==> src/rtl/game_sequencer.sv <==
// rtl/game_sequencer.sv - move-tick step scheduler for the snake game core
// Ports: clk, rst_n (sync, active-low); start, move_done, refreshed,
//   won/lost/draw, eaten1/eaten2 in; mode (MENU/GAME), step, result[1:0]
//   (00 none, 01 won, 10 lost, 11 draw), score1/score2[7:0] (saturating),
//   timeout_err (sticky) out. All outputs are registered.

package game_sequencer_pkg;
  typedef enum logic {MENU = 1'b0, GAME = 1'b1} game_mode_e;
endpackage

module game_sequencer
  import game_sequencer_pkg::*;
#(
  parameter int TICK_CYCLES     = 25_000_000,
  parameter int COUNTDOWN_TICKS = 3,
  parameter int WAIT_LIMIT      = 1_000_000
) (
  input  logic       clk,
  input  logic       rst_n,
  input  logic       start,
  input  logic       move_done,
  input  logic       refreshed,
  input  logic       won,
  input  logic       lost,
  input  logic       draw,
  input  logic       eaten1,
  input  logic       eaten2,
  output game_mode_e mode,
  output logic       step,
  output logic [1:0] result,
  output logic [7:0] score1,
  output logic [7:0] score2,
  output logic       timeout_err
);

  // The RUN tick that issues the first step is the last countdown tick, so
  // COUNTDOWN itself only has to burn COUNTDOWN_TICKS-1 full ticks.
  localparam int CD_IN_STATE = COUNTDOWN_TICKS - 1;
  localparam int TW = (TICK_CYCLES > 2) ? $clog2(TICK_CYCLES) : 1;
  localparam int WW = (WAIT_LIMIT > 2) ? $clog2(WAIT_LIMIT) : 1;
  localparam int CW = (CD_IN_STATE > 2) ? $clog2(CD_IN_STATE) : 1;

  localparam logic [TW-1:0] TICK_LAST = TW'(TICK_CYCLES - 1);
  localparam logic [WW-1:0] WAIT_LAST = WW'((WAIT_LIMIT > 0) ? WAIT_LIMIT - 1 : 0);
  localparam logic [CW-1:0] CD_LAST   = CW'((CD_IN_STATE > 0) ? CD_IN_STATE - 1 : 0);

  typedef enum logic [2:0] {
    S_IDLE, S_COUNTDOWN, S_RUN, S_MOVE, S_CHECK, S_EVAL, S_OVER
  } state_e;

  state_e        state_q, state_d;
  logic [TW-1:0] tick_q, tick_d;
  logic [WW-1:0] wait_q, wait_d;
  logic [CW-1:0] cd_q, cd_d;
  game_mode_e    mode_q, mode_d;
  logic          step_q, step_d;
  logic [1:0]    result_q, result_d;
  logic [7:0]    score1_q, score1_d;
  logic [7:0]    score2_q, score2_d;
  logic          timeout_q, timeout_d;
  logic          tick;

  assign tick = (tick_q == TICK_LAST);

  always_comb begin
    state_d   = state_q;
    tick_d    = tick_q;
    wait_d    = wait_q;
    cd_d      = cd_q;
    step_d    = 1'b0;
    result_d  = result_q;
    score1_d  = score1_q;
    score2_d  = score2_q;
    timeout_d = timeout_q;

    case (state_q)
      S_IDLE: begin
        if (start) begin
          state_d   = S_COUNTDOWN;
          tick_d    = '0;
          cd_d      = '0;
          result_d  = 2'b00;
          score1_d  = 8'd0;
          score2_d  = 8'd0;
          timeout_d = 1'b0;
        end
      end
      S_COUNTDOWN: begin
        tick_d = tick ? '0 : tick_q + 1'b1;
        if (CD_IN_STATE <= 0) begin
          state_d = S_RUN;
          tick_d  = '0;
        end else if (tick) begin
          if (cd_q == CD_LAST) begin
            state_d = S_RUN;
            cd_d    = '0;
          end else begin
            cd_d = cd_q + 1'b1;
          end
        end
      end
      S_RUN: begin
        tick_d = tick ? '0 : tick_q + 1'b1;
        if (tick) begin
          step_d  = 1'b1;
          state_d = S_MOVE;
          wait_d  = '0;
        end
      end
      S_MOVE: begin
        if (move_done) begin
          state_d = S_CHECK;
          wait_d  = '0;
        end else if (wait_q == WAIT_LAST) begin
          timeout_d = 1'b1;
          state_d   = S_IDLE;
        end else begin
          wait_d = wait_q + 1'b1;
        end
      end
      S_CHECK: begin
        if (refreshed) begin
          state_d = S_EVAL;
        end else if (wait_q == WAIT_LAST) begin
          timeout_d = 1'b1;
          state_d   = S_IDLE;
        end else begin
          wait_d = wait_q + 1'b1;
        end
      end
      S_EVAL: begin
        if (eaten1 && score1_q != 8'hFF) score1_d = score1_q + 8'd1;
        if (eaten2 && score2_q != 8'hFF) score2_d = score2_q + 8'd1;
        if (draw || lost || won) begin
          state_d = S_OVER;
          if (draw)      result_d = 2'b11;
          else if (lost) result_d = 2'b10;
          else           result_d = 2'b01;
        end else begin
          state_d = S_RUN;
          tick_d  = '0;
        end
      end
      S_OVER: begin
        if (start) state_d = S_IDLE;
      end
      default: state_d = S_IDLE;
    endcase

    mode_d = (state_d == S_IDLE || state_d == S_OVER) ? MENU : GAME;
  end

  always_ff @(posedge clk) begin
    if (!rst_n) begin
      state_q   <= S_IDLE;
      tick_q    <= '0;
      wait_q    <= '0;
      cd_q      <= '0;
      mode_q    <= MENU;
      step_q    <= 1'b0;
      result_q  <= 2'b00;
      score1_q  <= 8'd0;
      score2_q  <= 8'd0;
      timeout_q <= 1'b0;
    end else begin
      state_q   <= state_d;
      tick_q    <= tick_d;
      wait_q    <= wait_d;
      cd_q      <= cd_d;
      mode_q    <= mode_d;
      step_q    <= step_d;
      result_q  <= result_d;
      score1_q  <= score1_d;
      score2_q  <= score2_d;
      timeout_q <= timeout_d;
    end
  end

  assign mode        = mode_q;
  assign step        = step_q;
  assign result      = result_q;
  assign score1      = score1_q;
  assign score2      = score2_q;
  assign timeout_err = timeout_q;

endmodule
==> config.mk <==
export PLATFORM = sky130hd
export DESIGN_NAME = game_sequencer
export DESIGN_NICKNAME = d
export VERILOG_FILES = /design/src/rtl/game_sequencer.sv
export SDC_FILE = /design/constraint.sdc
export NUM_CORES = 1
export LEC_CHECK = 0
export ABC_CLOCK_PERIOD_IN_PS = 4530
export CAP_MARGIN = 0
export CORE_MARGIN = 2
export CORE_UTILIZATION = 50
export DETAILED_ROUTE_END_ITERATION = 6
export HOLD_SLACK_MARGIN = 0.1
export MAX_ROUTING_LAYER = met4
export PLACE_DENSITY = 0.78
export REMOVE_ABC_BUFFERS = 1
export SYNTH_ARGS = -nofsm -noshare
export SYNTH_HDL_FRONTEND = slang
export SYNTH_SLANG_ARGS = --single-unit
==> constraint.sdc <==
create_clock -name clk -period 4.53 [get_ports clk]
set_input_delay 0.6795 -clock clk [delete_from_list [all_inputs] [get_ports clk]]
set_output_delay 0.6795 -clock clk [all_outputs]
set_load 0.005 [all_outputs]
[After elaboration in Yosys (flattened, before gate mapping)]
Cells that the tools add are included.
Word-level totals
  flip-flop bits (word level): 70
  output and inout bits: 21
  logic and storage cells: 95
Cells by class
  $add $sub $neg: 5
  equality and inequality tests: 20
  muxes and demuxes: 39
  reduce and logical (&&, ||, !) cells: 21
Operator list (number)
  2-to-1 mux 20 bit: 4
  2-to-1 mux 25 bit: 3
  case mux 25 bit (3 select lines): 1
  case mux 20 bit (3 select lines): 1
  case mux 8 bit (2 select lines): 2
  2-to-1 mux 3 bit: 9
  adder 25 x 1 -> 25 bit (second input constant): 1
  == test 25 bit (second input constant): 1
  2-to-1 mux 8 bit: 3
  case mux 3 bit (7 select lines): 1
  adder 20 x 1 -> 20 bit (second input constant): 1
  == test 20 bit (second input constant): 1
  != test 2 bit (second input constant): 9
  AND reduction 3 bit: 6
  adder 8 x 1 -> 8 bit (second input constant): 2
  != test 8 bit (second input constant): 2
  == test 3 bit (second input constant): 4
  nonzero test 3 bit: 3
  2-to-1 mux 1 bit: 8
  2-to-1 mux 2 bit: 4
  == test 3 x 2 -> 1 bit (second input constant): 2
  zero test 3 bit: 2
  case mux 2 bit (2 select lines): 1
  AND reduction 4 bit: 1
  9 further kinds: 13

[Logic depth before layout (Yosys ltp)]
Gate-level depths: netlist (run 1).
  word-level depth: 7
  depth in mapped cells: 8
  gate-level depth less buffers: 7

[Worst setup path after synthesis (run 1)]
OpenSTA, ideal clock, no wires.
  path kind: input -> register
  start point: in lost
  end point: reg tick_q[19]
  setup time: 0.128 ns
  data arrival time: 2.397 ns
  required time: 4.402 ns
  path slack: 2.006 ns
  stages: 7
  cell sequence: or4b_1 -> a221o_1 -> buf_2 -> nor4_4 -> nand4_1 -> xor2_1 -> nor2_1
Between the ends
  word-level cells in the longest chain between the ends: 4
RTL lines
  start: declaration: line 24  | input logic lost,
  logical OR 1 bit (2 in a row): line 134  | if (draw || lost || won) begin
  != test 2 bit (no line)
  AND reduction 3 bit (no line)
  end signal: assignment: line 167  | tick_q <= tick_d;
  end: declaration: line 52  | logic [TW-1:0] tick_q, tick_d;
No other way between the ends.
A chain may end at the register's enable or synchronous reset.

[Worst setup path in the final report (run 1)]
  start point: in lost
  end point: reg tick_q[7]
Same word-level chain as after synthesis.

==> results of run 1 <==
## power by group through the flow
stage	combinational, mW	sequential, mW	clock (mW)
floorplan	0.0237	0.635	0
global placement	0.0434	0.636	0
detailed placement	0.0444	0.636	0
CTS	0.0448	0.622	0.534
global route	0.0496	0.623	0.555
finish	0.0449	0.622	0.523
## cells by family (layout without fill, tap and decap cells)
group / count (synthesis) / count (layout) / share of synthesized area (%)
buf+inv: 26 / 58 / 3.056
fa+ha+maj: 4 / 4 / 1.389
simple gates: 220 / 220 / 31.96
xor+xnor: 45 / 45 / 10.94
flops: 70 / 70 / 38.90
compound gates: 65 / 65 / 13.75
## worst max-delay path, cell delays in order
cell and delay (ns):
clkdlybuf4s50_1 0.45, or4b_1 0.59, a221o_1 0.47, o21ai_1 0.52, buf_4 0.32, nor2_1 0.07
## per-stage QoR
stage / instance area (um^2) / hold slack, ns
floorplan: 3526 / 0.4536
detailed placement: 3969 / 0.4684
finish: 4177 / 0.4766
CTS: 4177 / 0.4783
global route: 4177 / 0.5211
global placement: 3969 / 0.4628
## synthesized netlist by cell type, types with 3 or more instances
cell	count	area, um^2
and4_1	4	35.03
nand2_1	33	123.9
o211ai_1	3	22.52
nand3_1	24	120.1
ha_1	4	50.05
a211oi_2	7	87.58
a211oi_1	3	22.52
o21ai_0	5	25.02
nor2_1	74	277.8
o21ai_1	6	30.03
a21oi_1	15	75.07
nor4_1	7	43.79
inv_1	9	33.78
dfxtp_1	70	1401
xnor2_1	22	192.7
nand3b_1	5	37.54
and3_1	13	81.33
and2_1	3	18.77
a31oi_1	4	25.02
nand2b_1	4	25.02
nand4_1	17	106.4
or3_1	5	31.28
nor3_1	6	30.03
clkbuf_1	13	48.80
nor2b_1	5	31.28
xor2_1	23	201.4
or2_2	4	25.02
o31ai_1	3	22.52
## metal layers
metal	part of all wire (%)	wire, um
met1	46	3625
met2	48	3749
met3	4.2	331
met4	1.6	125
met5	0	0
## layout make-up
class                   instances  area share [%]
clock buffers                  11           3.625
clock inverters                 5           1.348
inverters                       9          0.8089
multi-input cells             334           50.06
flip-flops and latches         70           33.55
well taps                      96           2.876
repair buffers                 33           7.729
## sequential cells by signal, summed over array words and instances, names as in the netlist
name,flops
score1,8
wait_q,20
score2,8
state_q,3
step,1
timeout_err,1
cd_q,1
result,2
tick_q,25
mode,1
## worst max path at each step
| stage | start | end | slack, ns | depth (start not counted) |
|---|---|---|---|---|
| 5_1_grt | state_q[0] | tick_q[8] | 1.49 | 5 |
| 6_report | lost | tick_q[7] | 1.66 | 6 |
| 4_1_cts | lost | tick_q[4] | 1.67 | 6 |
| 3_3_place_gp | lost | tick_q[14] | 1.37 | 6 |
| 3_5_place_dp | lost | tick_q[4] | 1.31 | 6 |
| 2_1_floorplan | lost | tick_q[12] | 1.67 | 4 |
==> flow_metrics.env, run 1 <==
export IMPL_timing_final_crit_period_ns=2.865
export IMPL_num_vias=3151
export IMPL_p_int_mw=0.9190
export IMPL_endpoint_kind="register"
export IMPL_wl_um=7832
export IMPL_clkPwrFrac_pct=44.0
export IMPL_io_pins=31
export IMPL_hp_class="reg -> reg"
export IMPL_grt_pass1_vias=3099
export IMPL_cts_resized=0
export IMPL_grt_overflow_total=0
export IMPL_r2r_setup_slack_ns=1.74
export IMPL_clockBufferDepth=2
export IMPL_ys_seq_elements=70
export IMPL_routedWlPerCell_um=14.04
export IMPL_fp_dieH_um=88.88
export IMPL_slew_headroom_pct=25.13
export IMPL_die_area_um2=7900
export IMPL_path_clk_slew_ns=0.07
export IMPL_dp_hpwl_um=5510
export IMPL_worstReg2RegStart="state_q[0]"
export IMPL_min_to="tick_q[1]"
export IMPL_setup_viol=0
export IMPL_insertion_delay_ns=0.35
export IMPL_dr_pass1_iters=5
export IMPL_cp_required_ns=4.77
export IMPL_synth_top_flop_cell="dfxtp_1"
export IMPL_final_util_pct=60.80
export IMPL_grt_use_met2_pct=35.48
export IMPL_maxSlewViolCount=0
export IMPL_fin_nets=471
export IMPL_post_place_ws_ns=1.309
export IMPL_p_leak_nw=1.383
export IMPL_hold_start="tick_q[1]"
export IMPL_rsz0062_at_grt="false"
export IMPL_cap_viol_max_count=0
export IMPL_grt_max_degree=22
export IMPL_synth_distinct_cells=58
export IMPL_arrival_ns=3.11
export IMPL_multi_input_area_um2=2091
export IMPL_root_buffer="clkbuf_8"
export IMPL_power_mw=1.190
export IMPL_syn_avg_cell_area_um2=8.377
export IMPL_layout_commonest_cell="nor2_1"
export IMPL_antenna_found_initial=0
export IMPL_grtUsageMet3_pct=5.597
export IMPL_coreArea_um2=6869
export IMPL_cts_tree="built"
export IMPL_outcome="finished, final reports clean"
export IMPL_synthCells=430
export IMPL_max_slew_worst_pin_slew_ns=1.121
export IMPL_cts_sinks=70
export IMPL_drc=0
export IMPL_min_path_cells=2
export IMPL_drt_iter0_drc=229
export IMPL_vdd_ir_drop_max_uv=242.1
export IMPL_grt_pass1_wl_um=13690
export IMPL_crit_reg2reg_capture="tick_q[7]"
export IMPL_combPwrFrac_pct=3.8
export IMPL_ys_warn_count=0
export IMPL_placed_cells=542
export IMPL_drive_gt1_share_pct=8.874
export IMPL_track_usage_pct=22.67
export IMPL_p_switching_mw=0.2711
export IMPL_vias_per_cell=5.647
export IMPL_portBuffers=30
export IMPL_p_per_area_nw_per_um2=284.9
export IMPL_register_area_um2=1401
export IMPL_startpoint_type="input pin"
export IMPL_layout_common_cells="nor2_1, dfxtp_1, nand2_1"
export IMPL_period_share_pct=63.25
export IMPL_synth_edf_count=0
export IMPL_finalSetupTns_ns=0
export IMPL_finClkSkew_ns=0.006183
export IMPL_seq_area_frac_synth_pct=38.90
export IMPL_initial_core_util_pct=52.44
export IMPL_rr_worst_depth=5
export IMPL_swShare_pct=22.78
export IMPL_gp_congestion=0.8737
export IMPL_final_cells=558
export IMPL_syn_area_um2=3602
export IMPL_n_antenna_cell=0
export IMPL_cts_setup_buffers=0
export IMPL_max_freq_mhz=349.0
export IMPL_p_seq_share_pct=52.3
export IMPL_area_growth_pct=15.94
export IMPL_die_w_um=88.88
export IMPL_fill_cells=649
export IMPL_num_rows=30
export IMPL_gr_usage_met1_pct=28.11
export IMPL_cp_max_fo=17
export IMPL_hold_viol_final=0
export IMPL_layout_setup_ws_ns=1.665
export IMPL_holdBufCountCts=0
export IMPL_async_flop_share_pct=0
export IMPL_ant_nets=0
export IMPL_htree_levels=3
export IMPL_cts_buffers=9
export IMPL_top_usage_layer="met2"
export IMPL_critPathKind="in -> reg"
Power figures use the tool's default switching activity.
==> run 2, diff against run 1 <==
- ABC_CLOCK_PERIOD_IN_PS: 4530 -> 2580
- PLACE_DENSITY: 0.78 -> 0.8
- clock period: 4.53 -> 2.58 ns (I/O delays scaled with it)
==> run 2 against run 1 <==
  * Global-route usage up 0.10 points
  * Clock power rose by 95%
  * Routed wire length increased by 2.8%
  * Cell count increased by 3.2%
  * Count of clock-buffer cells in the layout did not move
  * Die area is the same
  * Sequential cell count stayed put
  * Hold slack improved by 0.00096 ns
  * Non-clock buffer count rose by 18
  * Clock skew up 0.0045 ns
  * Critical path type is now reg -> reg
  * Sequential share of layout area down 1.2 points
==> flow_metrics.env, run 2 (same netlist as run 1, synthesis figures left out) <==
export IMPL_outcome="finished, final reports clean"
export IMPL_hp_class="reg -> reg"
export IMPL_cts_sinks=70
export IMPL_routedWlPerCell_um=13.98
export IMPL_slew_headroom_pct=52.22
export IMPL_crit_reg2reg_capture="wait_q[11]"
export IMPL_cts_setup_buffers=0
export IMPL_cts_buffers=9
export IMPL_ant_nets=0
export IMPL_rsz0062_at_grt="false"
export IMPL_path_clk_slew_ns=0.08
export IMPL_portBuffers=30
export IMPL_endpoint_kind="register"
export IMPL_fill_cells=599
export IMPL_track_usage_pct=22.77
export IMPL_root_buffer="clkbuf_8"
export IMPL_multi_input_area_um2=2091
export IMPL_clkPwrFrac_pct=46.3
export IMPL_grt_pass1_wl_um=13480
export IMPL_max_freq_mhz=409.1
export IMPL_p_switching_mw=0.4865
export IMPL_rr_worst_depth=6
export IMPL_gp_congestion=0.9027
export IMPL_holdBufCountCts=0
export IMPL_die_w_um=88.88
export IMPL_p_per_area_nw_per_um2=509.4
export IMPL_io_pins=31
export IMPL_fp_dieH_um=88.88
export IMPL_startpoint_type="register"
export IMPL_num_rows=30
export IMPL_placed_cells=560
export IMPL_cts_resized=0
export IMPL_combPwrFrac_pct=4.5
export IMPL_coreArea_um2=6869
export IMPL_critPathKind="reg -> reg"
export IMPL_antenna_found_initial=0
export IMPL_die_area_um2=7900
export IMPL_n_antenna_cell=0
export IMPL_htree_levels=3
export IMPL_hold_start="tick_q[1]"
export IMPL_r2r_setup_slack_ns=0.14
export IMPL_vias_per_cell=5.536
export IMPL_initial_core_util_pct=52.44
export IMPL_hold_viol_final=0
export IMPL_grt_overflow_total=0
export IMPL_largest_reg_flops=25
export IMPL_vdd_ir_drop_max_uv=462.0
export IMPL_insertion_delay_ns=0.35
export IMPL_wl_um=8053
export IMPL_cts_tree="built"
export IMPL_top_regs="tick_q (25), wait_q (20)"
export IMPL_layout_commonest_cell="nor2_1"
export IMPL_drive_gt1_share_pct=12.29
export IMPL_cp_max_fo=13
export IMPL_register_area_um2=1401
export IMPL_top_register="tick_q"
export IMPL_dr_pass1_iters=4
export IMPL_finClkSkew_ns=0.01070
export IMPL_layout_common_cells="nor2_1, dfxtp_1, nand2_1"
export IMPL_swShare_pct=22.02
export IMPL_area_growth_pct=20.39
export IMPL_p_seq_share_pct=49.2
export IMPL_dp_hpwl_um=5736
export IMPL_period_share_pct=94.75
export IMPL_cap_viol_max_count=0
export IMPL_clockBufferDepth=2
export IMPL_min_to="tick_q[1]"
export IMPL_final_cells=576
export IMPL_maxSlewViolCount=0
export IMPL_holdWs_ns=0.4776
export IMPL_p_leak_nw=1.481
export IMPL_cp_required_ns=2.87
export IMPL_p_int_mw=1.723
export IMPL_setup_viol=0
export IMPL_drt_iter0_drc=209
export IMPL_min_path_cells=2
export IMPL_drc=0
export IMPL_fin_nets=489
export IMPL_grt_max_degree=20
export IMPL_max_slew_worst_pin_slew_ns=0.7167
export IMPL_num_vias=3189
export IMPL_arrival_ns=2.73
export IMPL_worstReg2RegStart="tick_q[10]"
export IMPL_timing_final_crit_period_ns=2.445
export IMPL_grt_pass1_vias=2989
run 2: cell types whose count changed in the layout (fill, tap and decap cells not counted):
cell,delta
buf_4,+18
bufinv_16,+1
clkinv_2,-1
clkinv_4,+1
inv_6,-1
run 2: routing by layer:
metal  track usage, %  vias up  wire (um)
met1            27.30     1508       3728
met2            36.64       53       3945
met4            7.989        0        103
met3            6.343       11        275
met5                -        -          0
li1                 -     1617          -
run 2: how the worst max path moves through the flow:
stage                          start    endpoint  slack, ns  cells past startpoint
after floorplan           state_q[0]  tick_q[12]      -0.16                      4
after global placement          lost  tick_q[19]      -0.05                      8
after detailed placement        lost  tick_q[19]      -0.07                      8
after CTS                 tick_q[10]  wait_q[11]       0.11                      6
after global routing      tick_q[10]   wait_q[6]      0.008                      6
final                     tick_q[10]  wait_q[11]       0.14                      6
run 2: power groups by stage:
| stage | clock network, mW | registers, mW | logic [mW] |
|---|---|---|---|
| final | 1.02 | 1.09 | 0.0984 |
| after global routing | 1.09 | 1.09 | 0.107 |
| after CTS | 1.04 | 1.09 | 0.0974 |
| after detailed placement | 0 | 1.11 | 0.0963 |
| after global placement | 0 | 1.11 | 0.0943 |
| after floorplan | 0 | 1.12 | 0.0415 |
run 2: stage by stage:
step / area (um^2) / util, % / setup WS [ns] / total power [mW] / setup TNS (ns)
2_1_floorplan: 3526 / - / -0.1624 / 1.157 / -3.038
3_3_place_gp: 4104 / 59.75 / -0.04786 / 1.207 / -0.09730
3_5_place_dp: 4104 / 59.75 / -0.07477 / 1.209 / -0.2936
4_1_cts: 4337 / 63.13 / 0.1111 / 2.226 / 0
5_1_grt: 4337 / 63.13 / 0.008113 / 2.287 / 0
6_report: 4337 / 63.13 / 0.1354 / 2.209 / 0
run 2: final cells by class:
cell class / instances / area share, %
Clock buffer: 11 / 3.491
Inverter: 9 / 0.7790
Tap cell: 96 / 2.770
Sequential cell: 70 / 32.31
Multi-Input combinational cell: 334 / 48.21
Clock inverter: 5 / 1.875
Timing Repair Buffer: 51 / 10.56
run 2: critical path, stage by stage, from the launching register on:
cell and delay (ns):
dfxtp_1 0.35, or4b_1 0.54, nor4_2 0.23, or3b_4 0.54, and2_4 0.24, or3_1 0.34
a21oi_1 0.14
==> run 3, diff against run 2 <==
- CORE_UTILIZATION: 50 -> 25
- CTS_CLUSTER_SIZE: default -> 40
- PLACE_DENSITY: 0.8 -> 0.49
==> run 3 against run 2 <==
  * Via count down 1.1%
  * Clock skew fell by 0.0037 ns
  * Combinational power is essentially flat
  * Critical path depth is the same
  * First-iteration DRC count fell by 11%
  * Total power increased by 20%
  * Largest cell class unchanged
  * Clock power increased by 42%
  * Highest routed layer unchanged
  * Fmax rose by 1.1%
  * Hold slack better by 0.023 ns
  * Non-clock buffer count is 5 higher
  * Register-to-register slack improved by 0.03 ns
==> flow_metrics.env, run 3 (same netlist as run 1, synthesis figures left out) <==
export IMPL_outcome="finished, final reports clean"
export IMPL_post_place_ws_ns=-0.1220
export IMPL_wl_um=8535
export IMPL_maxSlewViolCount=0
export IMPL_die_area_um2=15380
export IMPL_register_area_um2=1401
export IMPL_cts_tree="built"
export IMPL_coreArea_um2=13990
export IMPL_die_w_um=124.0
export IMPL_top_register="tick_q"
export IMPL_cts_resized=0
export IMPL_dr_pass1_iters=4
export IMPL_grt_max_degree=20
export IMPL_routedWlPerCell_um=12.83
export IMPL_htree_levels=3
export IMPL_fp_dieH_um=124.0
export IMPL_endpoint_kind="register"
export IMPL_path_clk_slew_ns=0.06
export IMPL_track_usage_pct=12.02
export IMPL_holdWs_ns=0.5009
export IMPL_cp_max_fo=10
export IMPL_fill_cells=1474
export IMPL_p_per_area_nw_per_um2=572.2
export IMPL_period_share_pct=93.71
export IMPL_layout_commonest_cell="nor2_1"
export IMPL_arrival_ns=2.68
export IMPL_initial_core_util_pct=25.75
export IMPL_insertion_delay_ns=0.33
export IMPL_max_freq_mhz=413.6
export IMPL_critPathKind="reg -> reg"
export IMPL_hold_viol_final=0
export IMPL_num_vias=3155
export IMPL_portBuffers=30
export IMPL_layout_setup_ws_ns=0.1623
export IMPL_cap_viol_max_count=0
export IMPL_grt_pass1_vias=2877
export IMPL_multi_input_area_um2=2100
export IMPL_vias_per_cell=4.744
export IMPL_clockBufferDepth=2
export IMPL_r2r_setup_slack_ns=0.16
export IMPL_holdBufCountCts=0
export IMPL_cts_sinks=70
export IMPL_cp_required_ns=2.85
export IMPL_area_growth_pct=28.17
export IMPL_ant_nets=0
export IMPL_max_slew_worst_pin_slew_ns=1.116
export IMPL_grt_pass1_wl_um=14070
export IMPL_drt_iter0_drc=187
export IMPL_io_pins=31
export IMPL_num_rows=43
export IMPL_drive_gt1_share_pct=12.99
export IMPL_startpoint_type="register"
export IMPL_root_buffer="clkbuf_16"
export IMPL_timing_final_crit_period_ns=2.418
export IMPL_layout_common_cells="nor2_1, dfxtp_1, nand2_1"
export IMPL_slew_headroom_pct=25.63
export IMPL_antenna_found_initial=0
export IMPL_grt_overflow_total=0
export IMPL_finClkSkew_ns=0.007011
export IMPL_top_regs="tick_q (25), wait_q (20)"
export IMPL_largest_reg_flops=25
export IMPL_vdd_ir_drop_max_uv=375.8
export IMPL_rsz0062_at_grt="false"
export IMPL_fin_nets=494
export IMPL_cts_buffers=9
export IMPL_n_antenna_cell=0
export IMPL_dp_hpwl_um=6131
export IMPL_setup_viol=0
export IMPL_cts_setup_buffers=0
export IMPL_p_leak_nw=1.576
export IMPL_gp_congestion=0.8106
export IMPL_drc=0
export IMPL_hp_class="reg -> reg"
-- run 3: cell count changes in the layout (fill, tap and decap cells not counted), sizes merged --
| cell | change |
|---|---|
| bufinv | +1 |
| clkinv | -1 |
| buf | +5 |
-- run 3: cell type report --
class                      instances  share of cell area [%]
inverter                           9                  0.7317
sequential                        70                   30.35
timing repair buffer              56                   11.00
multi-input combinational        334                   45.47
tap                              180                   4.878
clock inverter                     5                   2.304
clock buffer                      11                   5.257
-- run 3: final timing paths --
check / from / end / cells after the start
worst min register to register: timeout_err / timeout_err / 2
worst max-delay path: tick_q[10] / wait_q[10] / 6
worst min-delay path: timeout_err / timeout_err / 2
worst max register to register: tick_q[10] / wait_q[10] / 6
-- run 3: through the flow --
stage               instance area (um^2)  total power, mW  utilization (%)  std cells  setup TNS, ns
finish                              4617            2.642            33.01        665              0
global route                        4617            2.736            33.01        665              0
CTS                                 4587            2.678            32.79        661              0
detailed placement                  4238            1.215            30.30        645         -1.629
global placement                    4238            1.215            30.30        645         -1.679
floorplan                           3526            1.157                -        413         -3.038
-- run 3: where the power goes --
group	total (mW)	internal (mW)	switching [mW]
sequential	1.09	1.09	0.00389
combinational	0.101	0.0440	0.0574
clock	1.45	0.973	0.478
total	2.64	2.10	0.540
-- run 3: critical path: stages (launching register included) --
cell,delay [ns]
dfxtp_1,0.34
or4b_1,0.55
nor4_2,0.23
or3b_4,0.50
and2_4,0.23
or3_1,0.35
a21oi_1,0.15
-- run 3: per-layer routing --
layer / wire, um / GRT usage, % / share of wire, % / up-vias
met4: 121 / 4.213 / 1.4 / 0
met1: 4525 / 16.16 / 53 / 1491
met3: 213 / 2.930 / 2.5 / 9
met2: 3675 / 17.55 / 43 / 29
li1: - / - / - / 1626
met5: 0 / - / 0 / -
